**config.mk**
```make
export PLATFORM = sky130hd
export DESIGN_NAME = alu_core
export DESIGN_NICKNAME = d
export VERILOG_FILES = /design/src/rtl/alu_pkg.sv /design/src/rtl/alu_irq_ctrl.sv /design/src/rtl/alu_core.sv
export SDC_FILE = /design/constraint.sdc
export NUM_CORES = 1
export LEC_CHECK = 0
export CORE_MARGIN = 1.5
export CORE_UTILIZATION = 50
export DETAILED_ROUTE_END_ITERATION = 10
export GPL_ROUTABILITY_DRIVEN = 0
export PLACE_DENSITY = 0.81
export SKIP_LAST_GASP = 1
export SLEW_MARGIN = 15
export SYNTH_ARGS = -nofsm -noshare
export SYNTH_HDL_FRONTEND = slang
export SYNTH_SLANG_ARGS = --single-unit
export TNS_END_PERCENT = 30
```
**constraint.sdc**
```tcl
create_clock -name clk -period 1.1 [get_ports clk]
set_clock_uncertainty 0.2 [all_clocks]
set_input_delay 0.22 -clock clk [delete_from_list [all_inputs] [get_ports clk]]
set_output_delay 0.22 -clock clk [all_outputs]
set_load 0.1 [all_outputs]
```
**src/rtl/alu_pkg.sv**
```systemverilog
// Shared types and constants for the bitwise ALU and its interrupt controller.
package alu_pkg;

  localparam int unsigned ALU_DATA_W = 8;
  localparam int unsigned ALU_OP_W   = 2;

  typedef enum logic [ALU_OP_W-1:0] {
    OP_A_AND  = 2'b00,
    OP_A_NAND = 2'b01,
    OP_A_OR   = 2'b10,
    OP_A_XOR  = 2'b11
  } operation_a;

  typedef enum logic [ALU_OP_W-1:0] {
    OP_B_XNOR = 2'b00,
    OP_B_AND  = 2'b01,
    OP_B_NOR  = 2'b10,
    OP_B_OR   = 2'b11
  } operation_b;

  typedef enum logic {
    IRQ_IDLE = 1'b0,
    IRQ_PEND = 1'b1
  } irq_state_t;

  localparam logic [ALU_DATA_W-1:0] TRIG_A_AND  = 8'hFF;
  localparam logic [ALU_DATA_W-1:0] TRIG_A_NAND = 8'h00;
  localparam logic [ALU_DATA_W-1:0] TRIG_A_OR   = 8'hF8;
  localparam logic [ALU_DATA_W-1:0] TRIG_A_XOR  = 8'h83;
  localparam logic [ALU_DATA_W-1:0] TRIG_B_XNOR = 8'hF1;
  localparam logic [ALU_DATA_W-1:0] TRIG_B_AND  = 8'hF4;
  localparam logic [ALU_DATA_W-1:0] TRIG_B_NOR  = 8'hF5;
  localparam logic [ALU_DATA_W-1:0] TRIG_B_OR   = 8'hFF;

  function automatic logic [ALU_DATA_W-1:0] trigger_a(input operation_a op);
    case (op)
      OP_A_AND:  trigger_a = TRIG_A_AND;
      OP_A_NAND: trigger_a = TRIG_A_NAND;
      OP_A_OR:   trigger_a = TRIG_A_OR;
      default:   trigger_a = TRIG_A_XOR;
    endcase
  endfunction

  function automatic logic [ALU_DATA_W-1:0] trigger_b(input operation_b op);
    case (op)
      OP_B_XNOR: trigger_b = TRIG_B_XNOR;
      OP_B_AND:  trigger_b = TRIG_B_AND;
      OP_B_NOR:  trigger_b = TRIG_B_NOR;
      default:   trigger_b = TRIG_B_OR;
    endcase
  endfunction

endpackage

```
**src/rtl/alu_irq_ctrl.sv**
```systemverilog
// Sticky interrupt controller: set by a result event, cleared by a sampled clear;
// an event in the same cycle as a clear keeps the interrupt pending.
module alu_irq_ctrl
  import alu_pkg::*;
(
  input  logic clk,
  input  logic rst_n,
  input  logic irq_event,
  input  logic irq_clr,
  output logic alu_irq
);

  irq_state_t state_q, state_d;
  logic       irq_q, irq_d;

  always_ff @(posedge clk or negedge rst_n) begin
    if (!rst_n) begin
      state_q <= IRQ_IDLE;
      irq_q   <= 1'b0;
    end else begin
      state_q <= state_d;
      irq_q   <= irq_d;
    end
  end

  always_comb begin
    state_d = state_q;
    irq_d   = 1'b0;
    case (state_q)
      IRQ_IDLE: begin
        if (irq_event) state_d = IRQ_PEND;
      end
      IRQ_PEND: begin
        if (irq_clr && !irq_event) state_d = IRQ_IDLE;
      end
      default: state_d = IRQ_IDLE;
    endcase
    irq_d = (state_d == IRQ_PEND);
  end

  assign alu_irq = irq_q;

endmodule

```
**src/rtl/alu_core.sv**
```systemverilog
// Two-mode bitwise ALU with a registered result and a sticky trigger-value interrupt.
module alu_core
  import alu_pkg::*;
#(
  parameter int unsigned DATA_W = 8
) (
  input  logic              clk,
  input  logic              rst_n,
  input  logic              alu_enable,
  input  logic              alu_enable_a,
  input  logic              alu_enable_b,
  input  logic [1:0]        alu_op_a,
  input  logic [1:0]        alu_op_b,
  input  logic [DATA_W-1:0] alu_in_a,
  input  logic [DATA_W-1:0] alu_in_b,
  input  logic              alu_irq_clr,
  output logic [DATA_W-1:0] alu_out,
  output logic              alu_irq
);

  logic [DATA_W-1:0] out_q, out_d;
  logic [DATA_W-1:0] result_c;
  logic [DATA_W-1:0] trigger_c;
  logic              valid_c;
  logic              event_c;
  operation_a        op_a_c;
  operation_b        op_b_c;

  assign op_a_c = operation_a'(alu_op_a);
  assign op_b_c = operation_b'(alu_op_b);

  // Exactly one mode select must be high; both high is an ignored illegal cycle.
  assign valid_c = alu_enable && (alu_enable_a ^ alu_enable_b);

  always_comb begin
    result_c  = '0;
    trigger_c = '0;
    if (alu_enable_a) begin
      trigger_c = DATA_W'(trigger_a(op_a_c));
      case (op_a_c)
        OP_A_AND:  result_c = alu_in_a & alu_in_b;
        OP_A_NAND: result_c = ~(alu_in_a & alu_in_b);
        OP_A_OR:   result_c = alu_in_a | alu_in_b;
        default:   result_c = alu_in_a ^ alu_in_b;
      endcase
    end else begin
      trigger_c = DATA_W'(trigger_b(op_b_c));
      case (op_b_c)
        OP_B_XNOR: result_c = ~(alu_in_a ^ alu_in_b);
        OP_B_AND:  result_c = alu_in_a & alu_in_b;
        OP_B_NOR:  result_c = ~(alu_in_a | alu_in_b);
        default:   result_c = alu_in_a | alu_in_b;
      endcase
    end
  end

  assign event_c = valid_c && (result_c == trigger_c);

  always_comb begin
    out_d = out_q;
    if (valid_c) out_d = result_c;
  end

  always_ff @(posedge clk or negedge rst_n) begin
    if (!rst_n) out_q <= '0;
    else        out_q <= out_d;
  end

  assign alu_out = out_q;

  alu_irq_ctrl u_irq_ctrl (
    .clk       (clk),
    .rst_n     (rst_n),
    .irq_event (event_c),
    .irq_clr   (alu_irq_clr),
    .alu_irq   (alu_irq)
  );

endmodule
```
---- Word level (Yosys, flattened, before mapping) ----
Cells that the tools add are included.
word-level totals
  register bits after elaboration ......... 9
  output and inout port bits .............. 9
operators by class
  equality and inequality tests ........... 5
  muxes and demuxes ....................... 9
  bitwise operators ....................... 8
  reductions and logical operators ........ 6
operators with widths
  operator                                              count
  one-hot mux 8 bit (3 select lines)                    3
  inverter 8 bit                                        3
  two-way mux 8 bit                                     2
  one-hot mux 4 bit (3 select lines)                    1
  AND 8 bit                                             1
  equality test 8 bit                                   1
  bitwise OR 8 bit                                      1
  XOR 8 bit                                             1
  equality test 2 x 1 -> 1 bit (second input constant)  2
  equality test 2 bit (second input constant)           2
  logical NOT 2 bit                                     2
  logical AND 1 bit                                     3
  two-way mux 1 bit                                     2
  one-hot mux 1 bit (2 select lines)                    1
  logical NOT 1 bit                                     1
  inverter 1 bit                                        1
  XOR 1 bit                                             1

---- Logic depth before layout (Yosys ltp) ----
  depth in word-level cells ............... 10
  depth in mapped cells ................... 9
  depth with buffers taken out ............ 8

---- By module ----
Synthesis repeated with hierarchy kept, for this count alone.
second synthesis, totals
  cell total of the unflattened synthesis .. 165
  area, all modules ....................... 1431.4 um^2
by module, submodules not included
  module        times used  cells an instance  area an instance (um^2)  seq. area each (um^2)
  alu_core      1           162                1395.1                   200.2
  alu_irq_ctrl  1           3                  36.3                     25.0

---- Worst setup path before layout ----
No wires, ideal clock.
  path type ............................... input to register
  start ................................... input port alu_op_a[1]
  end ..................................... register u_irq_ctrl.state_q
  arrival time ............................ 2.088 ns
  required time ........................... 0.820 ns
  path slack .............................. -1.269 ns
  cell stages on the path ................. 8
  path buffers ............................ 0
  path through ............................ inv_1 > ha_1 > mux2_2 > o311ai_1 > o221ai_1 > or4_1 > a211o_1 > o22ai_2
between the ends
  word-level cells in the longest chain between the ends .. 9
  elaborated cells between the ends (all ways) .. 14
  classes of those cells .................. 3 x eq/ne; 7 x mux; 4 x reduce/logical
RTL lines
  element                                                RTL line                       text
  start, declared                                        alu_core.sv:12                 input logic [1:0] alu_op_a,
  equality test 2 bit (tied with other cells)            alu_pkg.sv:36, alu_core.sv:40
  one-hot mux 8 bit (3 select lines) (on tied branches)  alu_core.sv:40, alu_pkg.sv:36
  two-way mux 8 bit                                      alu_core.sv:38                 if (alu_enable_a) begin
  equality test 8 bit *                                  alu_core.sv:57                 assign event_c = valid_c && (result_c == trigger_c);
  logical AND 1 bit *                                    alu_core.sv:57
  logical NOT 1 bit                                      alu_irq_ctrl.sv:34             if (irq_clr && !irq_event) state_d = IRQ_IDLE;
  logical AND 1 bit                                      alu_irq_ctrl.sv:34
  two-way mux 1 bit                                      alu_irq_ctrl.sv:34
  one-hot mux 1 bit (2 select lines) *                   alu_irq_ctrl.sv:29             case (state_q)
  net u_irq_ctrl.irq_d                                   alu_irq_ctrl.sv:14             logic irq_q, irq_d;
  end signal, assigned                                   alu_irq_ctrl.sv:21             state_q <= state_d;
  end, declared                                          alu_irq_ctrl.sv:13             irq_state_t state_q, state_d;
Mark *: on every way through the listed nets, which the timed path passes. The rest lies on a longest branch.
A chain may end at the register's enable or synchronous reset.

---- Final worst setup path ----
  start ................................... input port alu_in_a[7]
  end ..................................... register u_irq_ctrl.state_q
between the ends
  word-level cells in the longest chain between the ends .. 10
  elaborated cells between the ends (all ways) .. 16
  classes of those cells .................. 1 x eq/ne; 6 x mux; 6 x bitwise; 3 x reduce/logical
RTL lines
  element                                                RTL line                                        text
  start, declared                                        alu_core.sv:14                                  input logic [DATA_W-1:0] alu_in_a,
  bitwise OR 8 bit (tied with other cells)               alu_core.sv:43, alu_core.sv:51, alu_core.sv:52
  inverter 8 bit (on tied branches)                      alu_core.sv:51, alu_core.sv:42, alu_core.sv:49
  one-hot mux 8 bit (3 select lines) (on tied branches)  alu_core.sv:48, alu_core.sv:40
  two-way mux 8 bit *                                    alu_core.sv:38
  equality test 8 bit *                                  alu_core.sv:57
  logical AND 1 bit *                                    alu_core.sv:57
  logical NOT 1 bit                                      alu_irq_ctrl.sv:34
  logical AND 1 bit                                      alu_irq_ctrl.sv:34
  two-way mux 1 bit                                      alu_irq_ctrl.sv:34
  one-hot mux 1 bit (2 select lines) *                   alu_irq_ctrl.sv:29
  net u_irq_ctrl.irq_d                                   alu_irq_ctrl.sv:14
Marked as above.

==> impl_summary.log <==
INFO  metric clock_tree_root = clkbuf_4
INFO  metric pin_count = 35
INFO  metric fp.dieArea = 3130 µm²
INFO  metric globalRoute.totalOverflow = 0
INFO  metric place_inst = 254
INFO  metric period_share = 211%
INFO  metric detailedRoute.firstPassIterationCount = 4
INFO  metric synth_area_per_cell = 8.24 µm²
INFO  metric routed-via-count = 1,710
INFO  metric dominantRegCellSynth = dfrtp_1
INFO  metric drc_errors = 0
INFO  metric die_w = 55.9 µm
INFO  metric max_slew_margin = 72.4%
INFO  metric synth_edf_count = 0
INFO  metric rr_worst_depth = 1
INFO  metric synth_top_area_share = 19.6%
INFO  metric regToRegStartpoint = alu_out[5]$_DFFE_PN0P_
INFO  metric synth.cell_area = 1400 µm²
INFO  metric cts_tree = built
INFO  metric io_buffer_count = 34
INFO  metric die_h = 55.9 µm
INFO  metric timing.final.crit_period = 2.32 ns
INFO  metric clock.fmax = 432 MHz
INFO  metric report.final.hold_viol_count = 0
INFO  metric finalSetupViolCount = 18
INFO  metric grt_setup_unrepaired = true
INFO  metric synth_async_sr_flop_share = 100%
INFO  metric detail_route.wl_per_cell = 23.6 µm
INFO  metric yosys-top-cells-area = ha_1 (20%), dfrtp_1 (16%), mux2_2 (8.0%), inv_1 (7.5%), mux2i_1 (7.1%)
INFO  metric nNetsFinal = 287
INFO  metric synth.yosys.seq_area_share = 16.1%
INFO  metric cp_max_fo = 2
INFO  metric via_density_per_instance = 6.33
INFO  metric most_common_cell_in_the_synthesized_netlist = inv_1
INFO  metric final.setup.tns = -9.39 ns
INFO  metric initial_core_util = 51.7%
INFO  metric p_leak = 0.00118 µW
INFO  metric tightest_slew = 0.414 ns
INFO  metric cts.sink_count = 9
INFO  metric peakVddDrop = 1.55 mV
INFO  metric number_of_max_slew_violations_in_the_final_report = 0
INFO  metric flow.area_growth_from_synthesis = 75.4%
INFO  metric cts-htree-levels = 1
INFO  metric highest_cell_delay_on_the_worst_timing_path = 0.51 ns
INFO  metric cts-buffers-inserted = 3
INFO  metric crit_arrival = 2.32 ns
INFO  metric layoutNonFillerInstCount = 270
INFO  metric clkSlewWorstSetupHoldPaths = 0.07 ns
INFO  metric violations = setup timing
INFO  metric required = 1.11 ns
INFO  metric dp_slack = -1.86 ns
INFO  metric syn-instance-count = 170
INFO  metric placement_rows = 19
INFO  metric crit-reg2reg-capture = alu_out[5]$_DFFE_PN0P_
INFO  metric insertion_delay = 0.28 ns
INFO  metric gr-usage-all-layers = 35.0%
INFO  metric ys_seq_elements = 9
INFO  metric critPathSlowestCell = clkdlybuf4s50_1
INFO  metric yosys_warnings = 0
INFO  metric largest_net_degree_at_the_start_of_global_routing = 17
INFO  metric power-per-cell-area = 1080 nW/µm²
INFO  metric timing_worst_setup_path_type = in2reg
INFO  metric placeableCoreArea = 2710 µm²
INFO  metric finalWirelength = 6370 µm
INFO  metric cts_buffer_depth = 2
INFO  metric critical_path_cell_by_cell = clkdlybuf4s50_1 -> inv_1 -> ha_1 -> nand2b_1 -> a32oi_1 -> xor2_1 -> a22oi_1 -> a211o_1 -> o22ai_2
INFO  metric fin_hold_ws = 0.0118 ns
INFO  metric layout-drive-gt1-share = 42.9%
INFO  metric postLayoutCoreUtil = 90.7%
INFO  metric cp-start-kind = input pin
INFO  metric syn-num-nets = 218
INFO  metric reg2reg_setup_slack = 0.09 ns
INFO  metric final_critical_path_setup_slack = -1.22 ns
INFO  metric drv_cap = 0
INFO  metric drt_iter0_markers = 89
INFO  metric number_of_antenna_violations_at_the_first_check_in_global_routing = 1
INFO  metric remaining_antenna_violation_count_after_routing = 0
INFO  metric endpoint_kind = flip-flop
INFO  metric synth_cell_type_count = 36
INFO  metric outcome = finished, violations left
INFO  metric grt_first_pass_wirelength = 8350 µm
INFO  metric place.detailed.hpwl = 3070 µm
INFO  metric hold_path.class = in2async
INFO  metric top_cell_types_by_occurrence_after_synthesis = inv_1 (28), ha_1 (22), nand2_1 (11)
INFO  metric first_global_vias = 1,734
INFO  metric netlist.top_cell.by_area = ha_1
==> layer usage <==
metal  vias up  global-route usage, %  wire length [µm]
met3        51                   4.88               406
li1        721                      -                 -
met4         0                   26.5               562
met2       122                   61.7              3150
met1       816                   37.3              2250
met5         -                      0                 0
==> where the power goes <==
| group | internal [µW] | total [µW] | leakage, µW | switching (µW) |
|---|---|---|---|---|
| combinational | 789 | 1870 | 0.00105 | 1080 |
| sequential | 402 | 492 | 0.000113 | 89.7 |
| clock | 141 | 284 | 0.0000150 | 143 |
| total | 1330 | 2650 | 0.00118 | 1310 |
==> critical path, delay by kind of cell <==
| kind | cells | cell delay, ns |
|---|---|---|
| compound gates | 4 | 0.93 |
| xor+xnor | 1 | 0.21 |
| fa+ha+maj | 1 | 0.22 |
| buf+inv | 2 | 0.59 |
| simple gates | 1 | 0.15 |
==> stage by stage <==
stage | area, µm² | total power (µW)
6_report | 2460 | 2650
3_3_place_gp | 2070 | 2000
4_1_cts | 2340 | 2450
2_1_floorplan | 1420 | 1390
5_1_grt | 2460 | 2720
3_5_place_dp | 2070 | 2050
==> cell families after synthesis <==
| group | synth area share, % |
|---|---|
| fa+ha+maj | 19.6 |
| mux | 15.2 |
| compound gates | 17.1 |
| xor+xnor | 8.75 |
| simple gates | 13.0 |
| flops | 16.1 |
| buf+inv | 10.2 |
==> cell type report <==
class	instances	area [µm²]
multi-input combinational	124	1310
timing repair buffer	73	751
fill	115	253
sequential	9	225
inverter	28	108
tap	31	38.8
clock buffer	4	26.3
antenna	1	2.50
==> worst max path at each step <==
stage / from / endpoint / slack [ns] / depth (start not counted)
5_1_grt: alu_in_a[7] / u_irq_ctrl.state_q$_DFF_PN0_ / -1.23 / 9
6_report: alu_in_a[7] / u_irq_ctrl.state_q$_DFF_PN0_ / -1.22 / 9
3_5_place_dp: alu_op_a[1] / u_irq_ctrl.state_q$_DFF_PN0_ / -1.86 / 9
2_1_floorplan: alu_op_a[1] / u_irq_ctrl.state_q$_DFF_PN0_ / -1.23 / 8
4_1_cts: alu_in_b[5] / u_irq_ctrl.state_q$_DFF_PN0_ / -1.10 / 8
3_3_place_gp: alu_op_a[0] / u_irq_ctrl.state_q$_DFF_PN0_ / -1.74 / 9
==> registers in the layout (all words and copies together) (netlist names) <==
signal and flops:
alu_out 8, u_irq_ctrl.state_q 1
==> repair_timing <==
item | in CTS | in global routing
hold buffers | 0 | 0
pin swaps | 21 | 10
cloned | 0 | 0
endpoints found under the setup margin | 18 | 18
buffers inserted | 17 | 7
gates resized for setup | 68 | 37
==> cells in the final DEF, fill, tap and decap left out, types with 2 or more instances in the layout <==
cell type and n:
buf_2 6, o22ai_1 2, buf_4 33, mux2_2 2, inv_1 25, ha_4 8
ha_2 5, o21ai_0 4, dfrtp_1 9, mux2_4 8, o311ai_4 4, xor2_1 5
inv_2 2, nor2b_1 6, o221ai_2 4, a21oi_1 6, buf_12 12, clkbuf_4 3
dlymetal6s2s_1 4, nand2_1 10, nand2b_1 6, ha_1 9, o21ai_1 2, xnor2_1 9
mux2i_1 9, dlygate4sd2_1 6, nor2_1 4, clkdlybuf4s50_1 7, buf_6 4
Note: power is estimated with default switching activity, not from simulation.
